==> src/rtl/alu_arbiter.sv <==
// -----------------------------------------------------------------------------
// alu_arbiter
//
// Shares one external combinational ALU between two requesters (port 0 and
// port 1). A request is accepted only in IDLE. Its operands are latched and
// driven to the ALU for one EXEC cycle. The result is then held in the
// owner's response registers until the owner consumes it in RESP.
//
// Timing: a request accepted in cycle T has its response valid from T+2. The
// minimum issue interval is three cycles.
//
// Opcodes at or above NUM_OPS are illegal. They are still issued to the ALU.
// Their response carries out=0, zero=alu_zero and err=1.
//
// Configuration macro:
//   ALU_ARB_RR_EN   defined   : round-robin between the ports when both
//                               request in the same cycle. After reset,
//                               port 0 wins the first contention.
//                   undefined : fixed priority. Port 0 always beats port 1,
//                               and no pointer state exists.
//
// Ports:
//   clk, rst                  single clock, synchronous active-high reset
//   rN_valid / rN_ready       request handshake (ready is combinational)
//   rN_op, rN_src1, rN_src2   ALU opcode and operands
//   rN_invert                 zero-flag invert (bne-style compare)
//   rN_rsp_valid/rN_rsp_ready response handshake
//   rN_rsp_out/zero/err       registered response data
//   alu_operation/src1/src2/invert  registered drive to the shared ALU
//   alu_out, alu_zero         combinational result from the shared ALU
//   busy                      high whenever the arbiter is not IDLE
// -----------------------------------------------------------------------------
module alu_arbiter #(
    parameter int NUM_OPS = 10
) (
    input  logic        clk,
    input  logic        rst,

    input  logic        r0_valid,
    output logic        r0_ready,
    input  logic [3:0]  r0_op,
    input  logic [31:0] r0_src1,
    input  logic [31:0] r0_src2,
    input  logic        r0_invert,
    output logic        r0_rsp_valid,
    input  logic        r0_rsp_ready,
    output logic [31:0] r0_rsp_out,
    output logic        r0_rsp_zero,
    output logic        r0_rsp_err,

    input  logic        r1_valid,
    output logic        r1_ready,
    input  logic [3:0]  r1_op,
    input  logic [31:0] r1_src1,
    input  logic [31:0] r1_src2,
    input  logic        r1_invert,
    output logic        r1_rsp_valid,
    input  logic        r1_rsp_ready,
    output logic [31:0] r1_rsp_out,
    output logic        r1_rsp_zero,
    output logic        r1_rsp_err,

    output logic [3:0]  alu_operation,
    output logic [31:0] alu_src1,
    output logic [31:0] alu_src2,
    output logic        alu_invert,
    input  logic [31:0] alu_out,
    input  logic        alu_zero,

    output logic        busy
);

    typedef enum logic [1:0] {
        IDLE = 2'd0,
        EXEC = 2'd1,
        RESP = 2'd2
    } state_t;

    localparam logic [31:0] NUM_OPS_U = NUM_OPS;

    state_t      state_r;
    state_t      state_next;

    logic        owner_r;
    logic [3:0]  op_r;
    logic [31:0] src1_r;
    logic [31:0] src2_r;
    logic        invert_r;

    logic [1:0]  rsp_valid_r;
    logic [31:0] rsp_out_r [2];
    logic [1:0]  rsp_zero_r;
    logic [1:0]  rsp_err_r;

    logic        grant0_s;
    logic        grant1_s;
    logic        accept_s;
    logic        owner_rsp_ready_s;
    logic        illegal_op_s;

`ifdef ALU_ARB_RR_EN
    // 1 means port 1 was granted last, so port 0 wins the next contention.
    logic        last_grant_r;
`endif

    // Grant selection; computed every cycle, only honoured in IDLE.
    always_comb begin
        grant0_s = 1'b0;
        grant1_s = 1'b0;
`ifdef ALU_ARB_RR_EN
        if (r0_valid && r1_valid) begin
            grant0_s = last_grant_r;
            grant1_s = ~last_grant_r;
        end else begin
            grant0_s = r0_valid;
            grant1_s = r1_valid;
        end
`else
        grant0_s = r0_valid;
        grant1_s = r1_valid & ~r0_valid;
`endif
    end

    assign accept_s          = (state_r == IDLE) && (grant0_s || grant1_s);
    assign owner_rsp_ready_s = owner_r ? r1_rsp_ready : r0_rsp_ready;
    assign illegal_op_s      = ({28'd0, op_r} >= NUM_OPS_U);

    // State register.
    always_ff @(posedge clk) begin
        if (rst) begin
            state_r <= IDLE;
        end else begin
            state_r <= state_next;
        end
    end

    // Next-state logic.
    always_comb begin
        state_next = state_r;
        case (state_r)
            IDLE: begin
                if (grant0_s || grant1_s) begin
                    state_next = EXEC;
                end else begin
                    state_next = IDLE;
                end
            end
            EXEC: begin
                state_next = RESP;
            end
            RESP: begin
                if (owner_rsp_ready_s) begin
                    state_next = IDLE;
                end else begin
                    state_next = RESP;
                end
            end
            default: begin
                state_next = IDLE;
            end
        endcase
    end

    // FSM outputs: request ready depends only on state, grant and valid.
    always_comb begin
        r0_ready = 1'b0;
        r1_ready = 1'b0;
        busy     = 1'b1;
        case (state_r)
            IDLE: begin
                r0_ready = grant0_s;
                r1_ready = grant1_s;
                busy     = 1'b0;
            end
            EXEC: begin
                busy = 1'b1;
            end
            RESP: begin
                busy = 1'b1;
            end
            default: begin
                busy = 1'b1;
            end
        endcase
    end

    // Request latch; also the ALU drive registers, held outside acceptance.
    always_ff @(posedge clk) begin
        if (rst) begin
            owner_r  <= 1'b0;
            op_r     <= 4'd0;
            src1_r   <= 32'd0;
            src2_r   <= 32'd0;
            invert_r <= 1'b0;
        end else if (accept_s) begin
            owner_r <= grant1_s;
            if (grant1_s) begin
                op_r     <= r1_op;
                src1_r   <= r1_src1;
                src2_r   <= r1_src2;
                invert_r <= r1_invert;
            end else begin
                op_r     <= r0_op;
                src1_r   <= r0_src1;
                src2_r   <= r0_src2;
                invert_r <= r0_invert;
            end
        end
    end

`ifdef ALU_ARB_RR_EN
    // Round-robin pointer; records the port granted on every acceptance.
    always_ff @(posedge clk) begin
        if (rst) begin
            last_grant_r <= 1'b1;
        end else if (accept_s) begin
            last_grant_r <= grant1_s;
        end
    end
`endif

    // Response registers: captured in EXEC, valid cleared on the owner handshake.
    always_ff @(posedge clk) begin
        if (rst) begin
            rsp_valid_r  <= 2'b00;
            rsp_out_r[0] <= 32'd0;
            rsp_out_r[1] <= 32'd0;
            rsp_zero_r   <= 2'b00;
            rsp_err_r    <= 2'b00;
        end else begin
            case (state_r)
                EXEC: begin
                    rsp_valid_r[owner_r] <= 1'b1;
                    rsp_out_r[owner_r]   <= illegal_op_s ? 32'd0 : alu_out;
                    rsp_zero_r[owner_r]  <= alu_zero;
                    rsp_err_r[owner_r]   <= illegal_op_s;
                end
                RESP: begin
                    if (owner_rsp_ready_s) begin
                        rsp_valid_r[owner_r] <= 1'b0;
                    end
                end
                default: begin
                end
            endcase
        end
    end

    assign alu_operation = op_r;
    assign alu_src1      = src1_r;
    assign alu_src2      = src2_r;
    assign alu_invert    = invert_r;

    assign r0_rsp_valid  = rsp_valid_r[0];
    assign r0_rsp_out    = rsp_out_r[0];
    assign r0_rsp_zero   = rsp_zero_r[0];
    assign r0_rsp_err    = rsp_err_r[0];
    assign r1_rsp_valid  = rsp_valid_r[1];
    assign r1_rsp_out    = rsp_out_r[1];
    assign r1_rsp_zero   = rsp_zero_r[1];
    assign r1_rsp_err    = rsp_err_r[1];

endmodule

==> config.mk <==
export PLATFORM = sky130hd
export DESIGN_NAME = alu_arbiter
export DESIGN_NICKNAME = d
export VERILOG_FILES = /design/src/rtl/alu_arbiter.sv
export SDC_FILE = /design/constraint.sdc
export NUM_CORES = 1
export LEC_CHECK = 0
export ABC_CLOCK_PERIOD_IN_PS = 2500
export BUFFER_PORTS_ARGS = -buffer_cell sky130_fd_sc_hd__buf_2
export CORE_MARGIN = 2
export CORE_UTILIZATION = 41
export DETAILED_ROUTE_END_ITERATION = 10
export GPL_TIMING_DRIVEN = 0
export PLACE_DENSITY_LB_ADDON = 0.15
export SYNTH_ARGS = -nofsm -noshare
export SYNTH_HDL_FRONTEND = slang
export SYNTH_SLANG_ARGS = --single-unit
==> constraint.sdc <==
create_clock -name clk -period 2.5 [get_ports clk]
set_clock_uncertainty 0.2 [all_clocks]
set_input_delay 0.375 -clock clk [delete_from_list [all_inputs] [get_ports clk]]
set_output_delay 0.375 -clock clk [all_outputs]
set_load 0.05 [all_outputs]
**Word-level counts from Yosys, hierarchy flattened**

Memories as Yosys holds them, arrays and structs flattened.
Cells that the tools add are included.

- Register bits after elaboration: 78
- RAM bits: 64
- Output and inout port bits: 142
- Memories: 1

Memory list:

| name | words | bits a word | read ports | clocked after memory_dff | write ports | line | RTL |
|---|---|---|---|---|---|---|---|
| rsp_out_r | 2 | 32 | 2 | 0 | 2 | 91 | `logic [31:0] rsp_out_r [2];` |

- $lt $le $gt $ge: 3
- Equality and inequality tests: 3
- Multiplexer cells: 26
- Bitwise operators: 5
- Reduce and logical (&&, ||, !) cells: 7

Operators by type and width:

| operator | number |
|---|---|
| $mux W32 | 4 |
| $reduce_or A32 Y1 | 1 |
| $mux W1 | 14 |
| $pmux W2 S3 | 1 |
| $bwmux W2 | 2 |
| $ge A4 B4 Y1 const B | 1 |
| $mux W2 | 2 |
| $mux W4 | 1 |
| $pmux W2 S2 | 1 |
| $and A2 B2 Y2 | 1 |
| $eq A2 B1 Y1 const B | 1 |
| $eq A2 B2 Y1 const B | 1 |
| $logic_and A1 B1 Y1 | 2 |
| $logic_not A2 Y1 | 1 |
| $lt A1 B2 Y1 const B | 1 |
| $ne A2 B2 Y1 const B | 1 |
| $not A2 Y2 | 1 |
| $or A2 B2 Y2 | 1 |
| $reduce_and A2 Y1 | 1 |
| $reduce_bool A2 Y1 | 1 |
| $and A1 B1 Y1 | 1 |
| $demux W1 S1 | 1 |
| $ge A1 B1 Y1 const B | 1 |
| $logic_or A1 B1 Y1 | 1 |
| $not A1 Y1 | 1 |

**Logic depth before layout (Yosys ltp)**

- Depth in word-level cells: 8
- Gate-level depth with buffers: 7

**Worst setup path before layout**

OpenSTA, ideal clock, no wires.

- Path kind: reg-to-output
- Start point: register state_r[1]
- End point: output port r1_ready
- Arrival: 1,982 ps
- Data required time: 1,925 ps
- Setup slack: -57 ps
- Cell stages (with the launch flop): 6
- Path buffers: 2
- Cell sequence: dfxtp_1 buf_2 nor2_2 clkbuf_1 inv_1 nor2_1

- Word-level cells in the longest chain between the ends: 2

Ends and longest elaborated chain:

| item | line | RTL |
|---|---|---|
| start: declaration | 81 | `state_t state_r;` |
| start signal: assignment | 133 | `state_r <= state_next;` |
| $logic_not A2 Y1 | 169 | `case (state_r)` |
| $mux W1 | 169 |  |
| end: declaration | 52 | `output logic r1_ready,` |

No other way between the ends.

==> results.sh <==
export IMPL_status="completed"
export IMPL_yosysWarnings=0
export IMPL_pre_cts_slack_ns=-0.204
export IMPL_clockRootBuffer="clkbuf_16"
export IMPL_drc=0
export IMPL_critPathMaxStageDelay_ns=0.75
export IMPL_drv_slew=0
export IMPL_path_clk_slew_ns=0.06
export IMPL_clockBufferDepth=2
export IMPL_path_cells="clkbuf_1 > clkbuf_1 > nand2b_2"
export IMPL_antenna_found_initial=0
export IMPL_whs_ns=0.0156
export IMPL_grt_pass1_vias=5476
export IMPL_fillerInstances=1319
export IMPL_critPathMaxFanout=32
export IMPL_worst_pin_slew_ns=0.818
export IMPL_cts_tree="built"
export IMPL_num_rows=43
export IMPL_cts_htree_levels=4
export IMPL_netlist_top_cells_area="edfxtp_1 32%, dfxtp_1 26%, nand2_1 8.9%"
export IMPL_diodes=0
export IMPL_synth_nets=757
export IMPL_endpoint_kind="flop"
export IMPL_synth_distinct_cells=31
export IMPL_startpoint_type="input port"
export IMPL_yosysSeqAreaShare_pct=58.8
export IMPL_cap_violations=0
export IMPL_ant_nets=0
export IMPL_worstPathRequired_ns=2.35
export IMPL_synth_seq_cells=142
export IMPL_finalWorstSetupSlack_ns=0.252
export IMPL_syn_inst=580
export IMPL_numCtsBuffers=17
export IMPL_drive_gt1_share_pct=41.4
export IMPL_cp_arrival_ns=2.09
export IMPL_dr_pass1_iters=4
export IMPL_power_density_nw_per_um2=857
export IMPL_cts_sinks=142
export IMPL_start_util_pct=42.4
export IMPL_clkLatencyLatePin_ns=0.42
export IMPL_area_delta_synth_final_pct=41.9
export IMPL_die_area_um2=15400
export IMPL_syn_area_per_cell_um2=10.2
export IMPL_overflow=0
export IMPL_worstSetupPathType="in2reg"
export IMPL_routed_via_density=5.07
export IMPL_wl_per_cell_um=16.8
export IMPL_setup_violations=0
export IMPL_multiInputGateArea_um2=2180
export IMPL_grt_pass1_wl_um=29400
export IMPL_p_leak_nw=3.90
export IMPL_postLayoutCoreUtil_pct=60.1
export IMPL_hpwl_um=14000
export IMPL_ir_drop_mv=0.420
export IMPL_gp_congestion=0.830
export IMPL_fin_crit_ns=2.25
export IMPL_grt_use_total_pct=24.0
export IMPL_relSlewSlack_pct=45.5
export IMPL_final_nets=1097
export IMPL_die_w_um=124
export IMPL_synth_top_area_share_pct=32.4
export IMPL_syn_area_um2=5930
export IMPL_cp_common_cell="clkbuf_1"
export IMPL_coreArea_um2=14000
export IMPL_drt_total_wl_um=18700
export IMPL_finalHoldViolCount=0
export IMPL_die_h_um=124
export IMPL_worstHoldPathType="in2reg"
export IMPL_fmax_mhz=445
export IMPL_io_pins=319
export IMPL_finalPower_mw=7.21
export IMPL_initialDrtViolationCount=297
export IMPL_grt_max_degree=33
export IMPL_crit_slowest_cell="nand2b_2"
export IMPL_seqCellArea_um2=3480
export IMPL_synth_largest_area_cell="edfxtp_1"
export IMPL_io_buffers=317
export IMPL_num_vias=5643
export IMPL_rsz0062_at_grt="no"
export IMPL_finalCritPeriodShare_pct=89.9
-- layout by cell type (no fill, tap or decap), types with 3 or more instances in the layout --
master / count
a21oi_1: 75
edfxtp_1: 64
bufinv_16: 4
clkbuf_16: 17
buf_2: 328
o21ai_0: 3
inv_1: 4
a311oi_2: 10
clkbuf_2: 6
and2_1: 65
nand2_1: 141
dfxtp_1: 78
clkbuf_1: 37
a311oi_1: 59
clkinv_4: 3
buf_6: 3
-- final timing paths --
| path | slack (ns) | startpoint | endpoint | cells past startpoint |
|---|---|---|---|---|
| worst min-delay path | 0.02 | r1_src2[20] | alu_src2[20] | 3 |
| worst max-delay path | 0.25 | rst | rsp_out_r[1][26] | 3 |
| worst max register to register | 0.30 | owner_r | rsp_out_r[0][12] | 3 |
| worst min register to register | 0.28 | rsp_zero_r[0] | rsp_zero_r[0] | 2 |
-- worst max-delay path: cells and delay by family --
kind / cells / cell delay (ns)
buffers and inverters: 2 / 0.94
AND/OR/NAND/NOR: 1 / 0.75
-- cell usage after synthesis --
cell type,number
o21a_1,1
nor4b_1,1
o21ai_0,3
buf_6,3
nand3b_1,1
buf_2,11
and2_1,65
o2111ai_1,1
a311oi_2,10
or2_1,1
a211oi_1,2
nor3b_1,1
clkbuf_1,36
or2_2,1
nor3_1,1
edfxtp_1,64
o31ai_1,1
nor2_2,1
nor2_1,3
and2_4,1
nand2_1,141
a21oi_1,75
mux2i_1,2
clkbuf_2,6
nor2b_1,1
a311oi_1,59
dfxtp_1,78
nand2b_1,3
buf_1,1
nor4_2,2
inv_1,4
-- area by class of cell --
class	count	share of cell area, %
multi-input combinational	377	25.9
clock inverter	13	2.23
timing repair buffer	321	19.3
clock buffer	19	5.15
tap	180	2.68
inverter	4	0.179
sequential	142	41.4
buffer	57	3.11
-- stage by stage --
stage	instances	setup TNS [ns]	cell area (µm²)
floorplan	580	0	5930
global placement	1077	-29.20	7740
detailed placement	1077	-12.15	7740
CTS	1113	0	8410
global route	1113	0	8410
finish	1113	0	8410
-- registers in the layout, summed over array words and instances, names as in the netlist, named ones only --
register	count
alu_src1	32
rsp_err_r	2
owner_r	1
alu_operation	4
alu_src2	32
state_r	2
rsp_out_r	64
rsp_zero_r	2
alu_invert	1
-- metal layers --
metal	GRT usage (%)	vias to the layer above	part of all wire (%)	wire length, µm
met5	0	-	0	0
met4	9.32	0	1.8	344
met3	7.44	26	7.7	1430
met2	40.8	244	50	9380
met1	28.5	2608	40	7560
li1	-	2765	-	-
-- repair_timing --
item / CTS / global route
resized for setup: 3 / 0
setup buffers: 2 / 0
hold buffers: 2 / 0
hold endpoints to repair: 3 / 0
endpoints found under the setup margin: 2 / 0
-- cells by family after synthesis --
family / count (synthesis) / share of synthesized area (%)
multiplexers: 2 / 0.338
buffers and inverters: 61 / 4.60
flip-flops: 142 / 58.8
AND/OR/NAND/NOR: 223 / 17.8
AO/OA/AOI/OAI: 152 / 18.5
-- power by group --
part           switching [mW]  internal, mW
Clock                   0.991          1.67
Combinational            1.32         0.474
Sequential             0.0919          2.66
Power figures use the tool's default switching activity.
